<file path="config.mk">
export PLATFORM = sky130hd
export DESIGN_NAME = sample_burst_framer_flat
export DESIGN_NICKNAME = d
export VERILOG_FILES = /design/src/rtl/sample_burst_framer_if.sv /design/src/rtl/sample_burst_framer.sv /design/src/flat_wrapper.sv
export SDC_FILE = /design/constraint.sdc
export NUM_CORES = 1
export LEC_CHECK = 0
export CAP_MARGIN = 25
export CORE_MARGIN = 4
export CORE_UTILIZATION = 50
export CTS_CLUSTER_DIAMETER = 60
export DETAILED_ROUTE_END_ITERATION = 8
export GPL_TIMING_DRIVEN = 0
export PLACE_DENSITY = 0.68
export SYNTH_ARGS = -nofsm -noshare
export SYNTH_HDL_FRONTEND = slang
export SYNTH_SLANG_ARGS = --single-unit
export TNS_END_PERCENT = 100
</file>
<file path="constraint.sdc">
create_clock -name clk -period 2.8 [get_ports clk]
set_input_delay 0.56 -clock clk [delete_from_list [all_inputs] [get_ports clk]]
set_output_delay 0.56 -clock clk [all_outputs]
set_load 0.02 [all_outputs]
</file>
<file path="src/rtl/sample_burst_framer_if.sv">
// Handshake and output bundle between a sample source, the burst framer and
// the downstream averager. master drives samples/flush, slave is the framer.
interface sample_burst_framer_if #(
  parameter int WIDTH      = 8,
  parameter int FIFO_DEPTH = 16
);
  localparam int LW = $clog2(FIFO_DEPTH) + 1;

  logic [WIDTH-1:0] in_data;
  logic             in_valid;
  logic             in_ready;
  logic             flush;
  logic [WIDTH-1:0] data_out;
  logic             dvalid;
  logic             burst_last;
  logic [LW-1:0]    fifo_level;

  modport master (
    output in_data, in_valid, flush,
    input  in_ready, data_out, dvalid, burst_last, fifo_level
  );

  modport slave (
    input  in_data, in_valid, flush,
    output in_ready, data_out, dvalid, burst_last, fifo_level
  );
endinterface

</file>
<file path="src/rtl/sample_burst_framer.sv">
// Sample burst framer: buffers sparse, back-pressured samples in a FIFO and
// replays them as hole-free dvalid bursts of BURST_LEN (or a shorter flushed
// burst), separated by a fixed dvalid-low gap so the averager can divide.
module sample_burst_framer #(
  parameter int WIDTH      = 8,
  parameter int FIFO_DEPTH = 16,
  parameter int BURST_LEN  = 4,
  parameter int GAP_CYCLES = 3
) (
  input logic                  clk,
  input logic                  rst,
  sample_burst_framer_if.slave bus
);
  localparam int AW = $clog2(FIFO_DEPTH);
  localparam int LW = AW + 1;
  localparam int GW = $clog2(GAP_CYCLES + 1);

  typedef enum logic [1:0] {FILL, SEND, GAP} state_t;

  state_t           state, state_nxt;
  logic [WIDTH-1:0] mem [FIFO_DEPTH];
  logic [AW-1:0]    wr_ptr, rd_ptr;
  logic [LW-1:0]    level;
  logic [LW-1:0]    burst_cnt, burst_cnt_nxt;
  logic [GW-1:0]    gap_cnt, gap_cnt_nxt;
  logic             push, pop;
  logic [WIDTH-1:0] data_q;
  logic             dvalid_q, last_q;

  // Ready comes only from the registered level, so a same-cycle pop never
  // opens a slot while full.
  assign bus.in_ready   = (level != LW'(FIFO_DEPTH));
  assign push           = bus.in_valid && bus.in_ready;
  // SEND pops every cycle; burst_cnt never exceeds the level at entry.
  assign pop            = (state == SEND);
  assign bus.fifo_level = level;
  assign bus.data_out   = data_q;
  assign bus.dvalid     = dvalid_q;
  assign bus.burst_last = last_q;

  // FIFO storage; contents are invalidated by the pointer reset alone.
  always_ff @(posedge clk) begin
    if (push) mem[wr_ptr] <= bus.in_data;
  end

  // Pointers wrap naturally (power-of-two depth); occupancy is tracked
  // separately in level rather than by pointer compare.
  always_ff @(posedge clk or posedge rst) begin
    if (rst) begin
      wr_ptr <= '0;
      rd_ptr <= '0;
      level  <= '0;
    end else begin
      if (push) wr_ptr <= wr_ptr + 1'b1;
      if (pop)  rd_ptr <= rd_ptr + 1'b1;
      case ({push, pop})
        2'b10:   level <= level + 1'b1;
        2'b01:   level <= level - 1'b1;
        default: level <= level;
      endcase
    end
  end

  // FSM state and counter registers.
  always_ff @(posedge clk or posedge rst) begin
    if (rst) begin
      state     <= FILL;
      burst_cnt <= '0;
      gap_cnt   <= '0;
    end else begin
      state     <= state_nxt;
      burst_cnt <= burst_cnt_nxt;
      gap_cnt   <= gap_cnt_nxt;
    end
  end

  // Next-state logic. GAP is entered while the last word still sits in the
  // output register, so it lasts GAP_CYCLES+1 cycles to give GAP_CYCLES
  // dvalid-low cycles of its own; FILL and the output stage add one each.
  always_comb begin
    state_nxt     = state;
    burst_cnt_nxt = burst_cnt;
    gap_cnt_nxt   = gap_cnt;
    case (state)
      FILL: begin
        if (level >= LW'(BURST_LEN)) begin
          state_nxt     = SEND;
          burst_cnt_nxt = LW'(BURST_LEN);
        end else if (bus.flush && (level != '0)) begin
          state_nxt     = SEND;
          burst_cnt_nxt = level;
        end
      end
      SEND: begin
        burst_cnt_nxt = burst_cnt - 1'b1;
        if (burst_cnt == LW'(1)) begin
          state_nxt   = GAP;
          gap_cnt_nxt = GW'(GAP_CYCLES);
        end
      end
      GAP: begin
        if (gap_cnt == '0) state_nxt   = FILL;
        else               gap_cnt_nxt = gap_cnt - 1'b1;
      end
      default: state_nxt = FILL;
    endcase
  end

  // Registered output stage: popped word shows up the next cycle, data
  // holds while idle, and reset drops dvalid immediately.
  always_ff @(posedge clk or posedge rst) begin
    if (rst) begin
      data_q   <= '0;
      dvalid_q <= 1'b0;
      last_q   <= 1'b0;
    end else begin
      dvalid_q <= pop;
      last_q   <= pop && (burst_cnt == LW'(1));
      if (pop) data_q <= mem[rd_ptr];
    end
  end
endmodule

</file>
<file path="src/flat_wrapper.sv">
// flat-port wrapper written by rule: the top's interface ports become plain ports
module sample_burst_framer_flat 
#(
  parameter int WIDTH      = 8,
  parameter int FIFO_DEPTH = 16,
  parameter int BURST_LEN  = 4,
  parameter int GAP_CYCLES = 3
)
  (clk, rst, bus_in_data, bus_in_valid, bus_flush, bus_in_ready, bus_data_out, bus_dvalid, bus_burst_last, bus_fifo_level);
  sample_burst_framer_if #(.WIDTH(WIDTH), .FIFO_DEPTH(FIFO_DEPTH)) bus_i ();
  input logic clk;
  input logic rst;
  input wire logic [$bits(bus_i.in_data)-1:0] bus_in_data;
  input wire logic [$bits(bus_i.in_valid)-1:0] bus_in_valid;
  input wire logic [$bits(bus_i.flush)-1:0] bus_flush;
  output wire logic [$bits(bus_i.in_ready)-1:0] bus_in_ready;
  output wire logic [$bits(bus_i.data_out)-1:0] bus_data_out;
  output wire logic [$bits(bus_i.dvalid)-1:0] bus_dvalid;
  output wire logic [$bits(bus_i.burst_last)-1:0] bus_burst_last;
  output wire logic [$bits(bus_i.fifo_level)-1:0] bus_fifo_level;
  assign bus_i.in_data = bus_in_data;
  assign bus_i.in_valid = bus_in_valid;
  assign bus_i.flush = bus_flush;
  assign bus_in_ready = bus_i.in_ready;
  assign bus_data_out = bus_i.data_out;
  assign bus_dvalid = bus_i.dvalid;
  assign bus_burst_last = bus_i.burst_last;
  assign bus_fifo_level = bus_i.fifo_level;
  sample_burst_framer #(.WIDTH(WIDTH), .FIFO_DEPTH(FIFO_DEPTH), .BURST_LEN(BURST_LEN), .GAP_CYCLES(GAP_CYCLES)) u_core (.clk(clk), .rst(rst), .bus(bus_i));
endmodule
</file>
---- Yosys cells after proc, flatten, opt, wreduce, memory -nomap -nowiden ----
Memories as Yosys holds them, arrays and structs flattened. A register that Yosys moved wholly into a read port is not among the register bits.
Index checks and enable logic that the tools add are counted.
storage, ports and cells
  flip-flop bits (word level) ............. 24
  bits in writable memories ............... 128
  input bits .............................. 12
  output and inout bits ................... 16
  word-level logic and storage cells ...... 52
  memories ................................ 1
memory list
  name        depth  bits a word  rd ports  clocked after Yosys merged registers in  wr ports  line                       RTL
  u_core.mem  16     8            1         1                                        1         sample_burst_framer.sv:21  logic [WIDTH-1:0] mem [FIFO_DEPTH];
operators by class
  $add $sub $neg .......................... 6
  $lt $le $gt $ge ......................... 1
  equal/unequal tests ..................... 10
  multiplexer cells ....................... 14
  reduce and logical (&&, ||, !) cells .... 12
operators with widths
  cell                                                  count
  case mux 5 bit (2 select lines)                       2
  2-to-1 mux 2 bit                                      6
  2-to-1 mux 5 bit                                      2
  subtractor 5 x 1 -> 5 bit (second input constant)     2
  adder 4 x 1 -> 4 bit (second input constant)          2
  case mux 2 bit (3 select lines)                       1
  AND reduction 3 bit                                   2
  nonzero test 2 bit                                    3
  adder 5 x 1 -> 5 bit (second input constant)          1
  equality test 5 x 1 -> 1 bit (second input constant)  1
  >= comparator 5 x 3 -> 1 bit (second input constant)  1
  != test 5 bit (second input constant)                 1
  nonzero test 5 bit                                    1
  equality test 2 x 1 -> 1 bit (second input constant)  2
  equality test 2 bit (second input constant)           2
  logical NOT 2 bit                                     2
  != test 2 bit (second input constant)                 2
  case mux 2 bit (2 select lines)                       1
  logical AND 1 bit                                     3
  != test 3 x 1 -> 1 bit (second input constant)        1
  2-to-1 mux 1 bit                                      2
  != test 2 x 1 -> 1 bit (second input constant)        1
  AND reduction 2 bit                                   1
  subtractor 2 x 1 -> 2 bit (second input constant)     1

---- Logic depth before layout (Yosys ltp) ----
Gate-level depths: netlist of the first run.
  depth after elaboration ................. 5
  gate-level depth with buffers ........... 12
  mapped depth without buffers ............ 10

---- Least setup slack after synthesis of the first run ----
Ideal clock, no wire load.
  kind .................................... flip-flop to flip-flop
  start ................................... register u_core.level[2], in the netlist u_core.bus.fifo_level[2]
  end ..................................... register u_core.level[4], in the netlist u_core.bus.fifo_level[4]
  library setup time ...................... 0.135 ns
  arrival time ............................ 2.606 ns
  required time ........................... 2.665 ns
  setup slack ............................. 0.060 ns
  cell stages (with the launch flop) ...... 13
  path buffers ............................ 2
  period minus slack after synthesis ...... 2.740 ns
  path through ............................ dfrtp_1 buf_2 nor2_1 a31oi_1 inv_1 ha_1 clkbuf_1 xor2_1 ha_1 and3b_1 o21ai_0 a31oi_1 xor2_1
between the ends
  cells in the longest elaborated chain, start to end .. 4
  elaborated cells on any way between the ends .. 8
  those cells by class .................... 2 x add/sub; 3 x eq/ne; 1 x mux; 2 x reduce/logical
ends and longest elaborated chain
  what                                                                               line                       RTL
  from (decl)                                                                        sample_burst_framer.sv:23  logic [LW-1:0] level;
  from (signal assigned)                                                             sample_burst_framer.sv:57  2'b10: level <= level + 1'b1;
  from (signal assigned)                                                             sample_burst_framer.sv:58  2'b01: level <= level - 1'b1;
  from (signal assigned)                                                             sample_burst_framer.sv:59  default: level <= level;
  parallel branches: the longest is 4 deep, another holds subtractor 5 x 1 -> 5 bit  --
Several ways; the timed one is not identified.
A chain may end at the register's enable or synchronous reset.

---- Worst setup path after layout of the first run ----
  start ................................... register u_core.level[1], in the netlist u_core.bus.fifo_level[1]
  end ..................................... register u_core.level[4], in the netlist u_core.bus.fifo_level[4]
Same word-level chain as after synthesis.

==> flow_summary_export.csv, run 1 <==
group,metric,value,unit
outcome,status,"completed",
grt,grt_pass1_vias,3729,
setup_path,required,3090,ps
setup_path,endpoint_kind,"flop",
setup_path,reg2reg_to,"u_core.bus.fifo_level[4]",
logic_synthesis,yosysMostFrequentCell,"edfxtp_1",
route,drc,0,
clock_tree,holdBufCountCts,0,
logic_synthesis,synth_area_leader_cell,"edfxtp_1",
clock_tree,post_cts_buffers,0,
route,ant_nets,0,
die,die_w,123,um
sta,grt_setup_unrepaired,"no",
job,cap_violations,0,
setup_path,critical-path-max-stage-delay,340,ps
logic_synthesis,synthFlopType,"edfxtp_1",
route,routed_via_density,5.69,
logic_synthesis,ys_seq_elements,160,
clock_tree,cts-root-buf,"clkbuf_16",
power_and_ir_drop,p_leak,0.00272,uW
die,core-area,0.0128,sq mm
clock_tree,cts_tree,"yes",
layout,antennaDiodeCount,0,
die,dieArea,0.0151,sq mm
logic_synthesis,netlist_area,0.00660,sq mm
placed_design,gp_congestion,0.777,
die,start_util,51.7,%
clock_tree,worstSkewPairLatency,420,ps
logic_synthesis,syn_nets,402,
logic_synthesis,async_reset_ff_share,20.0,%
logic_synthesis,synth_top_area_share,58.2,%
min_path,holdPathEnd,"u_core.bus.burst_last",
logic_synthesis,yosysWarnings,0,
setup_path,ff2ff_setup_slack,230,ps
setup_path,crit_slowest_cell,"dfrtp_1",
grt,grt_max_degree,18,
logic_synthesis,synthTopCellsByArea,"edfxtp_1 58%, dfrtp_1 12%, mux4_2 9.9%",
die,die_h,123,um
sta,relSlewSlack,31.3,%
die,rows,41,
route,avgRoutedWirePerCell,21.3,um
logic_synthesis,syn_area_per_cell,17.6,sq um
logic_synthesis,synth_commonest_cells,"128 x edfxtp_1, 32 x dfrtp_1, 31 x nor2_1",
grt,grt-ovfl-total,0,
min_path,min_path_cells,1,
logic_synthesis,synth_seq_area_share,70.4,%
layout,drive_above_1_share,18.5,%
placed_design,io_buffers,27,
route,drt_iter0_drc,303,
min_path,hp-start,"u_core.burst_cnt[4]",
sta,hold_violations,0,
setup_path,crit_type,"flop to flop",
logic_synthesis,synth.distinct_cells,41,
sta,setup_viol,0,
setup_path,cp_cell_sequence,"buf_2 > nor2_1 > a31oi_4 > inv_1 > ha_1 > xor2_1 > ha_1 > and3b_1 > o21ai_0 > a31oi_1 > xor2_1",
sta,min_period,2570,ps
power_and_ir_drop,peakVddDrop,0.000525,V
setup_path,cp.arrival,2860,ps
die,ios,28,
logic_synthesis,synth_edf_count,128,
placed_design,dp_hpwl,8540,um
grt,grt.total_usage,19.0,%
clock_tree,numCtsBuffers,17,
sta,clock.fmax,0.389,GHz
clock_tree,clockBufferDepth,2,
clock_tree,clkTransAtPathRegs,60,ps
clock_tree,cts_sinks,160,
clock_tree,cts.repair.resized,1,
setup_path,r2r_cells,11,
setup_path,setup.worst_path.start_class,"flop",
power_and_ir_drop,power_density,1080,mW/mm^2
sta,fin_hold_ws,465,ps
route,drt-total-wl,13000,um
min_path,min_path_type,"flop to flop",
sta,fin_skew,11.0,ps
grt,antenna_found_initial,0,
sta,fin_crit_sh,91.7,%
layout,finalNetCount,452,
setup_path,cp_max_fo,9,
route,drt_pass1_iterations,5,
sta,worstMarginPinSlew,1030,ps
route,dr_total_vias,3479,
setup_path,rr_startpoint,"u_core.bus.fifo_level[1]",
grt,grt_pass1_wl,20600,um
power_and_ir_drop,power,8300,uW
clock_tree,htreeDepth,4,
layout,area_delta_synth_final,16.7,%
sta,slew_viol_final,0,
logic_synthesis,netlist_instances,376,
## through the flow
step / setup TNS (ps) / area (sq um) / cells / utilization [%] / setup slack [ps]
after floorplan: 0 / 6600 / 376 / - / 59.6
after global placement: -37590 / 7090 / 575 / 55.5 / -609
after detailed placement: -27860 / 7140 / 580 / 55.9 / -506
after CTS: 0 / 7700 / 612 / 60.3 / 77.6
after global routing: 0 / 7700 / 611 / 60.3 / 6.10
final: 0 / 7700 / 611 / 60.3 / 232
## power by group
part           internal, uW  total, uW  switching, uW
combinational          1330       2890           1560
clock                  1270       2180            901
sequential             3000       3230            233
total                  5610       8300           2690
## layout by cell type (no fill, tap or decap), drive strengths merged, types with 7 or more instances in the layout
master and count:
ha 14, buf 18, nor2 31, inv 14, clkbuf 28, o21ai 10
nand2 9, mux2 7, clkdlybuf4s50 27, mux4 32, dfrtp 32, mux2i 10
edfxtp 128
## state kept, by name (all words and copies together), names as in the netlist
signal / count
u_core.state: 2
u_core.gap_cnt: 2
u_core.rd_ptr: 4
u_core.wr_ptr: 4
u_core.bus.dvalid: 1
u_core.mem: 128
u_core.bus.data_out: 8
u_core.bus.burst_last: 1
u_core.bus.fifo_level: 5
u_core.burst_cnt: 5
## how the worst max path moves through the flow
| stage | cells after the start | slack [ps] | end | from |
|---|---|---|---|---|
| 3_3_place_gp | 5 | -610 | u_core.mem[3][1] | bus_in_valid |
| 6_report | 11 | 230 | u_core.bus.fifo_level[4] | u_core.bus.fifo_level[1] |
| 2_1_floorplan | 12 | 60 | u_core.bus.fifo_level[4] | u_core.bus.fifo_level[2] |
| 4_1_cts | 12 | 80 | u_core.bus.fifo_level[4] | u_core.bus.fifo_level[2] |
| 5_1_grt | 11 | 6 | u_core.bus.fifo_level[4] | u_core.bus.fifo_level[2] |
| 3_5_place_dp | 12 | -510 | u_core.bus.fifo_level[4] | bus_in_valid |
## logic make-up (layout without fill, tap and decap cells)
logic type | count (synthesis) | count (layout) | share of synthesized area, %
simple gates | 69 | 69 | 5.10
flops | 160 | 160 | 70.4
xor+xnor | 12 | 12 | 1.59
mux | 49 | 49 | 13.8
fa+ha+maj | 14 | 14 | 2.65
buf+inv | 31 | 94 | 2.26
compound gates | 41 | 41 | 4.25
## area by class of cell
type | count | area, sq um
fillers | 898 | 5070
flip-flops and latches | 160 | 4640
multi-input cells | 185 | 1820
clock buffers | 24 | 472
repair buffers | 32 | 320
well taps | 172 | 215
plain buffers | 17 | 96.3
clock inverters | 8 | 82.6
inverters | 13 | 48.8
## routing by layer
metal | track usage [%] | vias to the layer above | wire [um]
met3 | 4.62 | 12 | 410
met5 | 0 | - | 0
met1 | 24.4 | 1832 | 5650
met2 | 32.0 | 63 | 6830
li1 | - | 1572 | -
met4 | 6.02 | 0 | 107
## worst max-delay path: cells and delay by family, from the launching register on
kind            cells  cell delay [ps]
compound gates      3              640
buf+inv             2              320
flops               1              340
fa+ha+maj           2              530
simple gates        2              290
xor+xnor            2              330
Power figures use the tool's default switching activity.
==> inputs of run 2 (changes only) <==
CORE_ASPECT_RATIO = 0.8   (was not set)
==> flow_summary_export.csv, run 2 (synthesized netlist as in run 1, its figures left out) <==
group,metric,value,unit
sta,relSlewSlack,37.4,%
grt,grt_pass1_wl,20500,um
layout,regMostFlops,"u_core.mem",
sta,fin_setup_tns,0,ps
sta,fin_skew,9.43,ps
placed_design,dp_worst_setup_slack,-545,ps
route,ant_nets,0,
sta,grt_setup_unrepaired,"no",
die,die_w,136,um
die,die_h,111,um
min_path,min_path_type,"flop to flop",
setup_path,crit_buf_inv,2,
sta,min_period,2560,ps
die,rows,37,
grt,grt-ovfl-total,0,
layout,final_common_cell,"edfxtp_1",
layout,finalNetCount,449,
die,ios,28,
power_and_ir_drop,power,8380,uW
clock_tree,htreeDepth,4,
setup_path,cp_top_family,"compound AO/OA/AOI/OAI gates",
sta,slew_viol_final,0,
route,avgRoutedWirePerCell,21.1,um
die,core-area,0.0129,sq mm
setup_path,crit_type,"flop to flop",
sta,hold_violations,0,
layout,finalCoreUtilization,60.1,%
placed_design,io_buffers,27,
sta,layout_setup_ws,241,ps
job,cap_violations,0,
clock_tree,cts-root-buf,"clkbuf_16",
clock_tree,numCtsBuffers,17,
setup_path,cp.arrival,2860,ps
clock_tree,clkTransAtPathRegs,70,ps
die,dieArea,0.0151,sq mm
clock_tree,holdBufCountCts,0,
grt,grt.total_usage,18.5,%
power_and_ir_drop,power_density,1080,mW/mm^2
grt,antenna_found_initial,0,
placed_design,gp_congestion,0.813,
layout,instances_no_fill,611,
layout,antennaDiodeCount,0,
setup_path,cp_max_fo,9,
setup_path,required,3100,ps
power_and_ir_drop,p_leak,0.00271,uW
route,drt_pass1_iterations,4,
route,drt_iter0_drc,299,
placed_design,dp_hpwl,8510,um
power_and_ir_drop,peakVddDrop,0.000581,V
sta,fin_crit_sh,91.4,%
grt,grt_pass1_vias,3591,
clock_tree,clockBufferDepth,2,
sta,worstMarginPinSlew,934,ps
layout,final_cell_mix,"128 x edfxtp_1, 32 x dfrtp_1, 31 x nor2_1",
die,start_util,51.3,%
setup_path,endpoint_kind,"flop",
layout,drive_above_1_share,19.7,%
route,routed_via_density,5.64,
placed_design,dpl.cell_count,580,
clock_tree,cts_tree,"yes",
route,dr_total_vias,3447,
outcome,status,"completed",
layout,largest_reg_flops,128,
setup_path,crit_slowest_cell,"a31oi_4",
clock_tree,cts_sinks,160,
sta,setup_viol,0,
setup_path,cp_cell_sequence,"buf_2 > nor2_1 > a31oi_4 > inv_1 > ha_1 > xor2_1 > ha_1 > and3b_1 > o21ai_0 > a31oi_1 > xor2_1",
sta,clock.fmax,0.391,GHz
grt,grt_max_degree,20,
route,drt-total-wl,12900,um
clock_tree,worstSkewPairLatency,430,ps
route,drc,0,
setup_path,critical-path-max-stage-delay,360,ps
layout,area_delta_synth_final,17.1,%
setup_path,setup.worst_path.start_class,"flop",
## run 2: cell count changes in the layout (fill, tap and decap cells not counted)
cell	delta
clkbuf_1	-5
inv_8	+2
nor3_1	-3
buf_2	-3
clkinv_8	+1
clkbuf_8	-2
clkinv_4	-1
nor3_2	+3
inv_6	+3
clkinvlp_4	+2
## run 2: worst paths after layout
kind	start	slack, ps	end	cells after the start
min in group asynchronous	rst	520	u_core.bus.fifo_level[4]	2
hold reg to reg	u_core.burst_cnt[4]	470	u_core.bus.burst_last	1
setup reg to reg	u_core.bus.fifo_level[1]	240	u_core.bus.fifo_level[4]	11
setup / recovery	u_core.bus.fifo_level[1]	240	u_core.bus.fifo_level[4]	11
max in group asynchronous	rst	1760	u_core.bus.data_out[2]	3
hold / removal	u_core.burst_cnt[4]	470	u_core.bus.burst_last	1
## run 2: stage by stage
stage	hold slack, ps	area (sq um)
after floorplan	434	6600
final	471	7730
after CTS	473	7730
after global placement	449	7090
after detailed placement	465	7140
after global routing	509	7730
## run 2: routing by layer
| layer | global-route usage [%] | vias to the layer above | part of all wire [%] |
|---|---|---|---|
| met1 | 27.0 | 1781 | 47 |
| met2 | 27.5 | 84 | 47 |
| met4 | 6.38 | 0 | 1.1 |
| li1 | - | 1570 | - |
| met5 | 0 | - | 0 |
| met3 | 4.54 | 12 | 5.2 |
## run 2: cell type report
cell class                      instances  area (sq um)
Buffer                                 17          96.3
Multi-Input combinational cell        185          1840
Sequential cell                       160          4640
Tap cell                              175           219
Fill cell                             984          5140
Timing Repair Buffer                   29           305
Inverter                               13          48.8
Clock inverter                         15           154
Clock buffer                           17           425
## run 2: what timing repair did
action / in CTS / in global routing
endpoints found under the setup margin: 7 / 5
hold endpoints to repair: 0 / 0
resized for setup: 1 / 1
setup buffers: 0 / 0
## run 2: power by group
part           switching (uW)  total (uW)  internal (uW)
clock network             997        2250           1250
logic                    1580        2900           1330
registers                 227        3230           3000
total                    2800        8380           5580
